**config.mk**
```make
export PLATFORM = sky130hd
export DESIGN_NAME = uart_ins_loader
export DESIGN_NICKNAME = d
export VERILOG_FILES = /design/src/rtl/uart_loader_pkg.sv /design/src/rtl/uart_rx.sv /design/src/rtl/uart_ins_loader.sv
export SDC_FILE = /design/constraint.sdc
export NUM_CORES = 1
export LEC_CHECK = 0
export ABC_AREA = 0
export CORE_AREA = 2 2 82 84
export CTS_CLUSTER_DIAMETER = 120
export DETAILED_ROUTE_END_ITERATION = 8
export DIE_AREA = 0 0 84 86
export PLACE_DENSITY = 0.81
export REMOVE_ABC_BUFFERS = 1
export SYNTH_ARGS = -nofsm -noshare
export SYNTH_HDL_FRONTEND = slang
export SYNTH_HIERARCHICAL = 1
export SYNTH_SLANG_ARGS = --single-unit
```
**constraint.sdc**
```tcl
create_clock -name CLK -period 7.9 [get_ports CLK]
set_clock_uncertainty 0.2 [all_clocks]
set_input_delay 2.37 -clock CLK [delete_from_list [all_inputs] [get_ports CLK]]
set_output_delay 2.37 -clock CLK [all_outputs]
set_load 0.02 [all_outputs]
```
**src/rtl/uart_loader_pkg.sv**
```systemverilog
// Shared types and constants for the UART instruction loader.
package uart_loader_pkg;

   // Receiver FSM states
   typedef enum logic [1:0] {IDLE, START, DATA, STOP} rx_state_t;

   localparam int BYTES_PER_WORD = 4;
   localparam int DATA_BITS      = 8;
   localparam int IDX_W          = $clog2(BYTES_PER_WORD);
   localparam int BIT_W          = $clog2(DATA_BITS);

endpackage

```
**src/rtl/uart_rx.sv**
```systemverilog
// 8N1 UART byte receiver: synchronizer, start-bit glitch reject, centre
// sampling, and single-cycle byte_valid / frame_err strobes raised in the
// cycle the stop bit is sampled.
module uart_rx
   import uart_loader_pkg::*;
#(
   parameter int CLKS_PER_BIT = 16
) (
   input  logic                 clk,
   input  logic                 rst,
   input  logic                 rxd,
   output logic [DATA_BITS-1:0] rx_byte,
   output logic                 byte_valid,
   output logic                 frame_err,
   output logic                 rx_idle
);

   localparam int HALF  = CLKS_PER_BIT / 2;
   localparam int CNT_W = (CLKS_PER_BIT > 2) ? $clog2(CLKS_PER_BIT) : 1;

   logic             sync_p0, sync_p1, line_p2;
   logic             fall, half_tick, bit_tick;
   logic [CNT_W-1:0] cyc_cnt;
   logic [BIT_W-1:0] bit_idx;
   rx_state_t        state, state_nxt;

   // Two-flop synchronizer plus one more stage to detect the falling edge
   always_ff @(posedge clk or posedge rst) begin
      if (rst) begin
         sync_p0 <= 1'b1;
         sync_p1 <= 1'b1;
         line_p2 <= 1'b1;
      end else begin
         sync_p0 <= rxd;
         sync_p1 <= sync_p0;
         line_p2 <= sync_p1;
      end
   end

   assign fall      = line_p2 & ~sync_p1;
   assign half_tick = (cyc_cnt == CNT_W'(HALF - 1));
   assign bit_tick  = (cyc_cnt == CNT_W'(CLKS_PER_BIT - 1));
   assign rx_idle   = (state == IDLE);

   // State, bit-time counter and bit index; counter restarts on every state change
   always_ff @(posedge clk or posedge rst) begin
      if (rst) begin
         state   <= IDLE;
         cyc_cnt <= '0;
         bit_idx <= '0;
      end else begin
         state <= state_nxt;
         if (state == IDLE || state_nxt != state || bit_tick)
            cyc_cnt <= '0;
         else
            cyc_cnt <= cyc_cnt + 1'b1;
         if (state == IDLE)
            bit_idx <= '0;
         else if (state == DATA && bit_tick)
            bit_idx <= bit_idx + 1'b1;
      end
   end

   // Next state and stop-bit strobes
   always_comb begin
      state_nxt  = state;
      byte_valid = 1'b0;
      frame_err  = 1'b0;
      case (state)
         IDLE:  if (fall) state_nxt = START;
         START: if (half_tick) state_nxt = sync_p1 ? IDLE : DATA;
         DATA:  if (bit_tick && bit_idx == BIT_W'(DATA_BITS - 1)) state_nxt = STOP;
         STOP: begin
            if (bit_tick) begin
               state_nxt  = IDLE;
               byte_valid = sync_p1;
               frame_err  = ~sync_p1;
            end
         end
         default: state_nxt = IDLE;
      endcase
   end

   // Data shift register, LSB arrives first
   always_ff @(posedge clk) begin
      if (state == DATA && bit_tick)
         rx_byte <= {sync_p1, rx_byte[DATA_BITS-1:1]};
   end

endmodule

```
**src/rtl/uart_ins_loader.sv**
```systemverilog
// UART instruction loader: packs four received bytes (first byte in the
// most significant position) into a 32-bit instruction and strobes WE.
// Optional partial-word timeout enabled by defining UART_LOADER_TIMEOUT_EN.
module uart_ins_loader
   import uart_loader_pkg::*;
#(
   parameter int CLK_FREQ     = 50000000,
   parameter int BAUD         = 115200,
   parameter int TIMEOUT_BITS = 32
) (
   input  logic        CLK,
   input  logic        RST,
   input  logic        RXD,
   output logic        WE,
   output logic [31:0] W_Ins,
   output logic [7:0]  WCNT,
   output logic        BUSY,
   output logic        ERR
);

   localparam int CLKS_PER_BIT = CLK_FREQ / BAUD;
   localparam int STAGE_W      = (BYTES_PER_WORD - 1) * DATA_BITS;
   localparam logic [IDX_W-1:0] LAST_IDX = IDX_W'(BYTES_PER_WORD - 1);

   logic [DATA_BITS-1:0] rx_byte;
   logic                 byte_valid, frame_err, rx_idle;
   logic [IDX_W-1:0]     byte_idx;
   logic [STAGE_W-1:0]   stage;
   logic                 to_clr;

   uart_rx #(.CLKS_PER_BIT(CLKS_PER_BIT)) u_rx (
      .clk        (CLK),
      .rst        (RST),
      .rxd        (RXD),
      .rx_byte    (rx_byte),
      .byte_valid (byte_valid),
      .frame_err  (frame_err),
      .rx_idle    (rx_idle)
   );

   assign BUSY = !rx_idle || (byte_idx != '0);

   // Word assembly control: byte index, output word, write strobe, count, sticky error
   always_ff @(posedge CLK or posedge RST) begin
      if (RST) begin
         byte_idx <= '0;
         WE       <= 1'b0;
         W_Ins    <= '0;
         WCNT     <= '0;
         ERR      <= 1'b0;
      end else begin
         WE <= 1'b0;
         if (frame_err) begin
            ERR      <= 1'b1;
            byte_idx <= '0;
         end else if (byte_valid) begin
            if (byte_idx == LAST_IDX) begin
               W_Ins    <= {stage, rx_byte};
               WE       <= 1'b1;
               WCNT     <= WCNT + 1'b1;
               byte_idx <= '0;
            end else begin
               byte_idx <= byte_idx + 1'b1;
            end
         end else if (to_clr) begin
            byte_idx <= '0;
         end
      end
   end

   // Staging for the leading bytes; stale contents are shifted out by the next word
   always_ff @(posedge CLK) begin
      if (byte_valid && byte_idx != LAST_IDX)
         stage <= {stage[STAGE_W-DATA_BITS-1:0], rx_byte};
   end

`ifdef UART_LOADER_TIMEOUT_EN
   localparam int TO_CYC = TIMEOUT_BITS * CLKS_PER_BIT;
   localparam int TO_W   = $clog2(TO_CYC + 1);

   logic [TO_W-1:0] to_cnt;

   assign to_clr = rx_idle && (byte_idx != '0) && (to_cnt == TO_W'(TO_CYC - 1));

   // Counts idle cycles while a partial word is pending
   always_ff @(posedge CLK or posedge RST) begin
      if (RST)
         to_cnt <= '0;
      else if (rx_idle && byte_idx != '0 && !to_clr)
         to_cnt <= to_cnt + 1'b1;
      else
         to_cnt <= '0;
   end
`else
   // Timeout length only matters when the timeout logic is built in
   localparam int unused_timeout_bits = TIMEOUT_BITS;
   assign to_clr = 1'b0;
`endif

endmodule

```
==> qor.txt, run 1 <==
WL final: 5.68 mm
Netlist Area Pre-Place: 0.00358 mm²
Fraction of post-synthesis cell area in the top cell type by area: 40.6%
Slew at the pin with the worst max-slew slack: 0.904 ns
Routed wire per std cell: 13.4 µm
Maximum root-to-sink buffer count: 2
Largest delay contributor family on the critical path: buffers and inverters
Via count: 2182
Worst path slowest cell: clkdlybuf4s50_1
Maximum single-stage delay on the critical path: 0.59 ns
Post-synth top area cell: dfrtp_1
Portion of the clock cycle consumed by the worst path in the final layout: 53.4%
Max-slew violation count: 0
Port buffer count: 45
Cts hold-fix bufs: 0
Number of distinct standard cells referenced by the synthesized netlist: 33
Global Route met2 Usage: 28.7%
Clock latency of the later-clocked register in the worst-skew pair: 0.34 ns
Number of gates given a new drive strength after cts: 0
Setup repair after global routing missed its margin: no
Worst Path Buf+Inv: 1
Number of global-route vias before repair: 2098
Min Clock Period, post-route: 4.22 ns
Critical path arrival: 1.65 ns
Routability-driven placement congestion ratio: 0.795
Maximum number of pins on one net before global-route repair: 45
Final ANT Viol Nets: 0
Top-level port count: 46
Remaining DRCs: 0
Sequence of cells on the critical path: nor2_1, nand2_1, clkdlybuf4s50_1
Die H: 86 µm
Standard-cell row count: 29
CTS HTree Levels: 3
Endpoint required time on the critical path: 5.33 ns
Min-delay worst type: reg2reg
Total leakage power: 1.99 nW
First-pass GRT wire length: 9.76 mm
Number of vias per cell: 5.15
Number of DRC violations after detailed-routing iteration 0: 222
Non-filler instance count after layout: 424
Sequential element share of the synthesized area: 69.6%
Core region area: 0.00628 mm²
Type of element capturing the critical path: primary output
Cells taking the most area after synthesis: dfrtp_1 41%, edfxtp_1 27%, nand2_1 11%
Met3 track demand over resource: 4.91%
Initial core utilization: 57.0%
HPWL after detailed placement: 3.67 mm
Count of yosys warnings during synthesis: 6
Gr usage total: 17.2%
Average cell area after synthesis: 12.1 µm²
Die Footprint: 0.00722 mm²
Ant. Diodes: 0
Worst max-slew margin expressed relative to the limit: 39.7%
Syn Inst Count: 295
Buffer cell driving the clock tree root: clkbuf_8
Sum of negative setup slack: 0 ns
Drt first pass iters: 4
Maximum vdd drop: 0.000185 V
Critical path peak fanout: 11
Initial antenna violation count: 0
GR Overflow Total: 0
Flip-flop and latch count after synthesis: 93
Area growth syn-to-layout: 19.2%
Die Span X: 84 µm
Number of instances in the placed design: 408
CTS tree: done
Global-route met1 utilization: 22.3%
Result of the run: complete, no violations
Final Setup Violations: 0
Gr busiest metal: met2
Worst Setup Path Type: reg2out
Max-Cap Viols: 0
Endpoints failing hold: 0
Pwr/cell area: 209 mW/mm²
Max frequency: 237 MHz
Final net count: 353
Num Clock Sinks: 93
Clock transition at the registers of the reported paths: 0.08 ns
Setup Fix Bufs, Post-CTS: 0
Ratio of cells with drive above 1 in the final layout: 8.07%
TritonCTS buffer count: 9
Startpoint Class: flop
-- cell type report --
type | instances | area [µm²]
Timing Repair Buffer | 46 | 458
Multi-Input combinational cell | 182 | 991
Clock buffer | 10 | 128
Inverter | 10 | 37.5
Fill cell | 453 | 2010
Sequential cell | 93 | 2490
Tap cell | 77 | 96.3
Clock inverter | 6 | 62.6
-- placed cells by master, fill, tap and decap left out, drive strengths merged, types with 2 or more instances in the layout --
cell / synthesis / routed
clkbuf: 2 / 10
edfxtp: 32 / 32
o2bb2ai: 2 / 2
dfstp: 3 / 3
dfrtp: 58 / 58
nand2: 104 / 104
clkinvlp: 0 / 2
xnor2: 7 / 7
inv: 10 / 11
clkdlybuf4s50: 0 / 45
a21oi: 2 / 2
a22o: 5 / 5
clkinv: 0 / 2
and3: 4 / 4
nor2: 15 / 15
nor2b: 2 / 2
nand3: 5 / 5
xor2: 7 / 7
nor3: 6 / 6
ha: 8 / 8
or2: 2 / 2
nand4: 4 / 4
-- sequential cells by signal (all words and copies together), names as in the netlist, 2 cells and up --
signal	count
WCNT	8
W_Ins	32
byte_idx	2
stage	24
u_rx/bit_idx	3
u_rx/cyc_cnt	9
u_rx/rx_byte	8
u_rx/state	2
-- kinds of logic after synthesis --
kind of cell	share of synthesized area [%]
and+or+nand+nor	18.2
DFF	69.6
buffers and inverters	2.73
xor gates and xnor gates	3.43
AOI/OAI and AO/OA	2.55
adders and majority gates	2.80
muxes	0.699
-- layer usage --
| metal | up-vias | wire (µm) |
|---|---|---|
| li1 | 1060 | - |
| met1 | 1071 | 2640 |
| met2 | 46 | 2810 |
| met3 | 5 | 188 |
| met4 | 0 | 38 |
| met5 | - | 0 |
-- cells in the mapped netlist --
cell and number:
a21o_1 1, a21oi_1 2, a22o_1 5, and2b_1 1, and3_1 4, buf_2 6
buf_6 2, clkbuf_1 2, dfrtp_1 58, dfstp_2 3, edfxtp_1 32, ha_1 8
inv_1 9, inv_2 1, mux2_4 1, mux2i_1 1, nand2_1 104, nand3_1 5
nand3b_4 1, nand4_1 4, nand4b_1 1, nand4bb_1 1, nor2_1 15, nor2b_1 2
nor3_1 3, nor3_2 3, nor4bb_1 1, o211ai_2 1, o2bb2ai_1 2, or2_1 1
or2_2 1, xnor2_1 7, xor2_1 7
-- worst paths after layout --
check                      cells past startpoint       startpoint               to  slack [ns]
min reg2reg                                    0     u_rx/sync_p0     u_rx/sync_p1        0.16
max                                            3    u_rx/state[0]             BUSY        3.68
min in group asynchronous                      2              RST  u_rx/cyc_cnt[3]        2.28
max reg2reg                                   10  u_rx/cyc_cnt[1]          WCNT[4]        4.63
min                                            0     u_rx/sync_p0     u_rx/sync_p1        0.16
max in group asynchronous                      2              RST        W_Ins[12]        4.56
-- where the power goes --
part           internal (W)  total [W]  switching [W]
logic             0.0000248  0.0000512      0.0000263
clock network      0.000146   0.000304       0.000158
registers          0.000514   0.000535      0.0000208
-- per-stage QoR --
step / setup slack, ns / total power (W) / util [%] / hold slack [ns] / cell area [µm²]
6_report: 3.68 / 0.000890 / 67.9 / 0.161 / 4260
5_1_grt: 3.60 / 0.000930 / 67.9 / 0.164 / 4260
4_1_cts: 3.66 / 0.000897 / 67.9 / 0.161 / 4260
3_5_place_dp: 4.05 / 0.000596 / 64.9 / 0.148 / 4070
3_3_place_gp: 4.07 / 0.000594 / 64.9 / 0.146 / 4070
2_1_floorplan: 4.30 / 0.000583 / - / 0.145 / 3520
Note: power is estimated with default switching activity, not from simulation.
==> run 2, diff against run 1 <==
--- a/config.mk
+++ b/config.mk
@@ -6,11 +6,11 @@
 export NUM_CORES = 1
 export LEC_CHECK = 0
 export ABC_AREA = 0
-export CORE_AREA = 2 2 82 84
+export CORE_AREA = 2 2 85 87
 export CTS_CLUSTER_DIAMETER = 120
 export DETAILED_ROUTE_END_ITERATION = 8
-export DIE_AREA = 0 0 84 86
-export PLACE_DENSITY = 0.81
+export DIE_AREA = 0 0 87 89
+export PLACE_DENSITY = 0.76
 export REMOVE_ABC_BUFFERS = 1
 export SYNTH_ARGS = -nofsm -noshare
 export SYNTH_HDL_FRONTEND = slang
==> constraint.sdc (replaced) <==
create_clock -name CLK -period 4.1 [get_ports CLK]
set_clock_uncertainty 0.2 [all_clocks]
set_input_delay 1.23 -clock CLK [delete_from_list [all_inputs] [get_ports CLK]]
set_output_delay 1.23 -clock CLK [all_outputs]
set_load 0.02 [all_outputs]
==> run 2 against run 1 <==
Routed wire length increased by 3.6%. Utilization decreased by 4.6 points. Worst setup slack got worse by 2.9 ns. Clock power increased by 80%. Global-route usage decreased by 0.90 points. Worst hold slack improved by 0.0014 ns. Critical path depth increased by 7. Clock-buffer cell count increased by 1. Total power increased by 89%. Combinational power increased by 94%. Die area increased by 7.2%. Register-to-register slack got worse by 3.8 ns. Largest cell class unchanged.
==> qor.txt, run 2 (synthesis results as in run 1) <==
Non-filler instance count after layout: 427 (was 424)
Endpoint required time on the critical path: 4.15 ns (was 5.33 ns)
Result of the run: complete, no violations (unchanged)
Area growth syn-to-layout: 18.9% (was 19.2%)
Worst Setup Path Type: reg2reg (was reg2out)
Drt first pass iters: 4 (unchanged)
Part of the total power dissipated in the clock network: 32.7% (was 34.2%)
Routability-driven placement congestion ratio: 0.802 (was 0.795)
Die H: 89 µm (was 86 µm)
Sequence of cells on the critical path: inv_1, ha_1, nand4bb_1, nor2_1, nand2_1, nor3_1, nand3b_4, inv_2, nand4_1, xnor2_1 (was nor2_1, nand2_1, clkdlybuf4s50_1)
Number of gates given a new drive strength after cts: 0 (unchanged)
Slew at the pin with the worst max-slew slack: 0.911 ns (was 0.904 ns)
Slack of the worst reg-to-reg path: 0.80 ns (was 4.63 ns)
Gr usage total: 16.3% (was 17.2%)
Switching share of power: 23.9% (was 23.0%)
Ratio of cells with drive above 1 in the final layout: 8.36% (was 8.07%)
Count of cells along the worst register-to-register path: 10 (unchanged)
Worst path slowest cell: inv_2 (was clkdlybuf4s50_1)
Final net count: 353 (unchanged)
Max frequency: 303 MHz
Clock transition at the registers of the reported paths: 0.09 ns (was 0.08 ns)
Largest delay contributor family on the critical path: simple AND/OR/NAND/NOR gates (was buffers and inverters)
Number of vias per cell: 5.00 (was 5.15)
Sum of negative setup slack: 0 ns (unchanged)
Number of global-route vias before repair: 1992 (was 2098)
Ant. Diodes: 0 (unchanged)
Critical path peak fanout: 38 (was 11)
Buffer cell driving the clock tree root: clkbuf_8 (unchanged)
Port buffer count: 45 (unchanged)
TritonCTS buffer count: 9 (unchanged)
Initial core utilization: 53.2% (was 57.0%)
Worst max-slew margin expressed relative to the limit: 39.1% (was 39.7%)
Final Setup Violations: 0 (unchanged)
Setup Fix Bufs, Post-CTS: 0 (unchanged)
Number of instances in the placed design: 411 (was 408)
Via count: 2137 (was 2182)
Worst Path Buf+Inv: 2 (was 1)
Maximum number of pins on one net before global-route repair: 45 (unchanged)
Num Clock Sinks: 93 (unchanged)
Clock latency of the later-clocked register in the worst-skew pair: 0.35 ns (was 0.34 ns)
Min-delay worst type: reg2reg (unchanged)
CTS tree: done (unchanged)
Number of filler cells placed in the layout: 515 (was 453)
Utilization after layout: 63.3% (was 67.9%)
Type of element capturing the critical path: flop (was primary output)
Overall power: 0.00168 W (was 0.000890 W)
Number of DRC violations after detailed-routing iteration 0: 132 (was 222)
WL final: 5.88 mm (was 5.68 mm)
Routed wire per std cell: 13.8 µm (was 13.4 µm)
Sw Pwr: 0.000401 W (was 0.000205 W)
CTS HTree Levels: 3 (unchanged)
Cell Int Power: 0.00128 W (was 0.000685 W)
Die Footprint: 0.00774 mm² (was 0.00722 mm²)
Fraction of power consumed by sequential logic: 61.4% (was 60.1%)
Worst Hold Path Cells: 0 (unchanged)
Total leakage power: 1.99 nW (about the same)
Endpoints failing hold: 0 (unchanged)
Max-Cap Viols: 0 (unchanged)
Remaining DRCs: 0 (unchanged)
Maximum vdd drop: 0.000401 V (was 0.000185 V)
Commonest non-fill, non-tap cell in the layout: nand2_1 (unchanged)
HPWL after detailed placement: 3.89 mm (was 3.67 mm)
Core region area: 0.00672 mm² (was 0.00628 mm²)
Startpoint Class: flop (unchanged)
Final ANT Viol Nets: 0 (unchanged)
Max-slew violation count: 0 (unchanged)
Maximum root-to-sink buffer count: 2 (unchanged)
Top register by number of flip-flops: W_Ins (unchanged)
Critical path arrival: 3.36 ns (was 1.65 ns)
Standard-cell row count: 30 (was 29)
Worst Min Path Start: u_rx/sync_p0 (unchanged)
Leading registers by flop count: W_Ins x32, stage x24, u_rx/cyc_cnt x9 (unchanged)
GR Overflow Total: 0 (unchanged)
Worst-case hold path end point: u_rx/sync_p1 (unchanged)
Min Clock Period, post-route: 3.30 ns
Top library cells by usage in the layout, fill and taps aside: 104 x nand2_1, 58 x dfrtp_1, 45 x clkdlybuf4s50_1 (unchanged)
Cts hold-fix bufs: 0 (unchanged)
Die Span X: 87 µm (was 84 µm)
Setup repair after global routing missed its margin: no (unchanged)
Pwr/cell area: 395 mW/mm² (was 209 mW/mm²)
Combinational share of power: 5.9% (was 5.7%)
Reg2Reg Capture Point: WCNT[6] (was WCNT[4])
Initial antenna violation count: 0 (unchanged)
Portion of the clock cycle consumed by the worst path in the final layout: 80.6%
Max FFs per register: 32 (unchanged)
Maximum single-stage delay on the critical path: 0.64 ns (was 0.59 ns)
First-pass GRT wire length: 9.51 mm (was 9.76 mm)
Launching point of the worst reg2reg path: u_rx/cyc_cnt[1] (unchanged)
Top-level port count: 46 (unchanged)
==> run 2: cell count changes in the layout (fill, tap and decap cells not counted) <==
cell,before,now
clkinv_1,1,0
clkbuf_8,9,10
inv_6,1,2
clkinvlp_4,2,1
bufinv_16,1,0
clkinv_2,1,2
==> run 2: final cells by class <==
| class | instances | area, µm² | area share [%] |
|---|---|---|---|
| timing repair buffer | 46 | 458 | 10.8 |
| clock inverter | 5 | 35.0 | 0.824 |
| sequential | 93 | 2490 | 58.6 |
| inverter | 10 | 37.5 | 0.882 |
| multi-input combinational | 182 | 991 | 23.3 |
| clock buffer | 11 | 141 | 3.32 |
| tap | 80 | 100 | 2.35 |
==> run 2: power by group through the flow <==
stage	logic, W	registers (W)	clock network, W
finish	0.0000994	0.00103	0.000548
global route	0.000115	0.00104	0.000609
CTS	0.000103	0.00103	0.000568
detailed placement	0.000101	0.00105	0
global placement	0.000101	0.00105	0
floorplan	0.0000836	0.00104	0
==> run 2: how the worst max path moves through the flow <==
stage / to / cells past startpoint / slack [ns] / start
global route: WCNT[4] / 10 / 0.54 / u_rx/cyc_cnt[1]
detailed placement: WCNT[6] / 10 / 0.82 / u_rx/cyc_cnt[1]
floorplan: stage[0] / 7 / 0.96 / u_rx/cyc_cnt[1]
finish: WCNT[6] / 10 / 0.80 / u_rx/cyc_cnt[1]
global placement: WCNT[6] / 10 / 0.95 / u_rx/cyc_cnt[1]
CTS: WCNT[6] / 10 / 0.74 / u_rx/cyc_cnt[1]
==> run 2: routing by layer <==
metal	track usage (%)	up-vias	wire [µm]
li1	-	1060	-
met1	21.1	1030	2700
met2	26.6	38	2900
met3	3.88	9	186
met4	7.24	0	91
met5	0	-	0
==> run 2: stage by stage <==
step                      hold slack (ns)  cell area (µm²)  setup WS, ns
after floorplan                     0.145             3520         0.962
after global placement              0.146             4080         0.949
after detailed placement            0.149             4080         0.817
after CTS                           0.161             4250         0.744
after global routing                0.165             4250         0.542
final                               0.162             4250         0.795
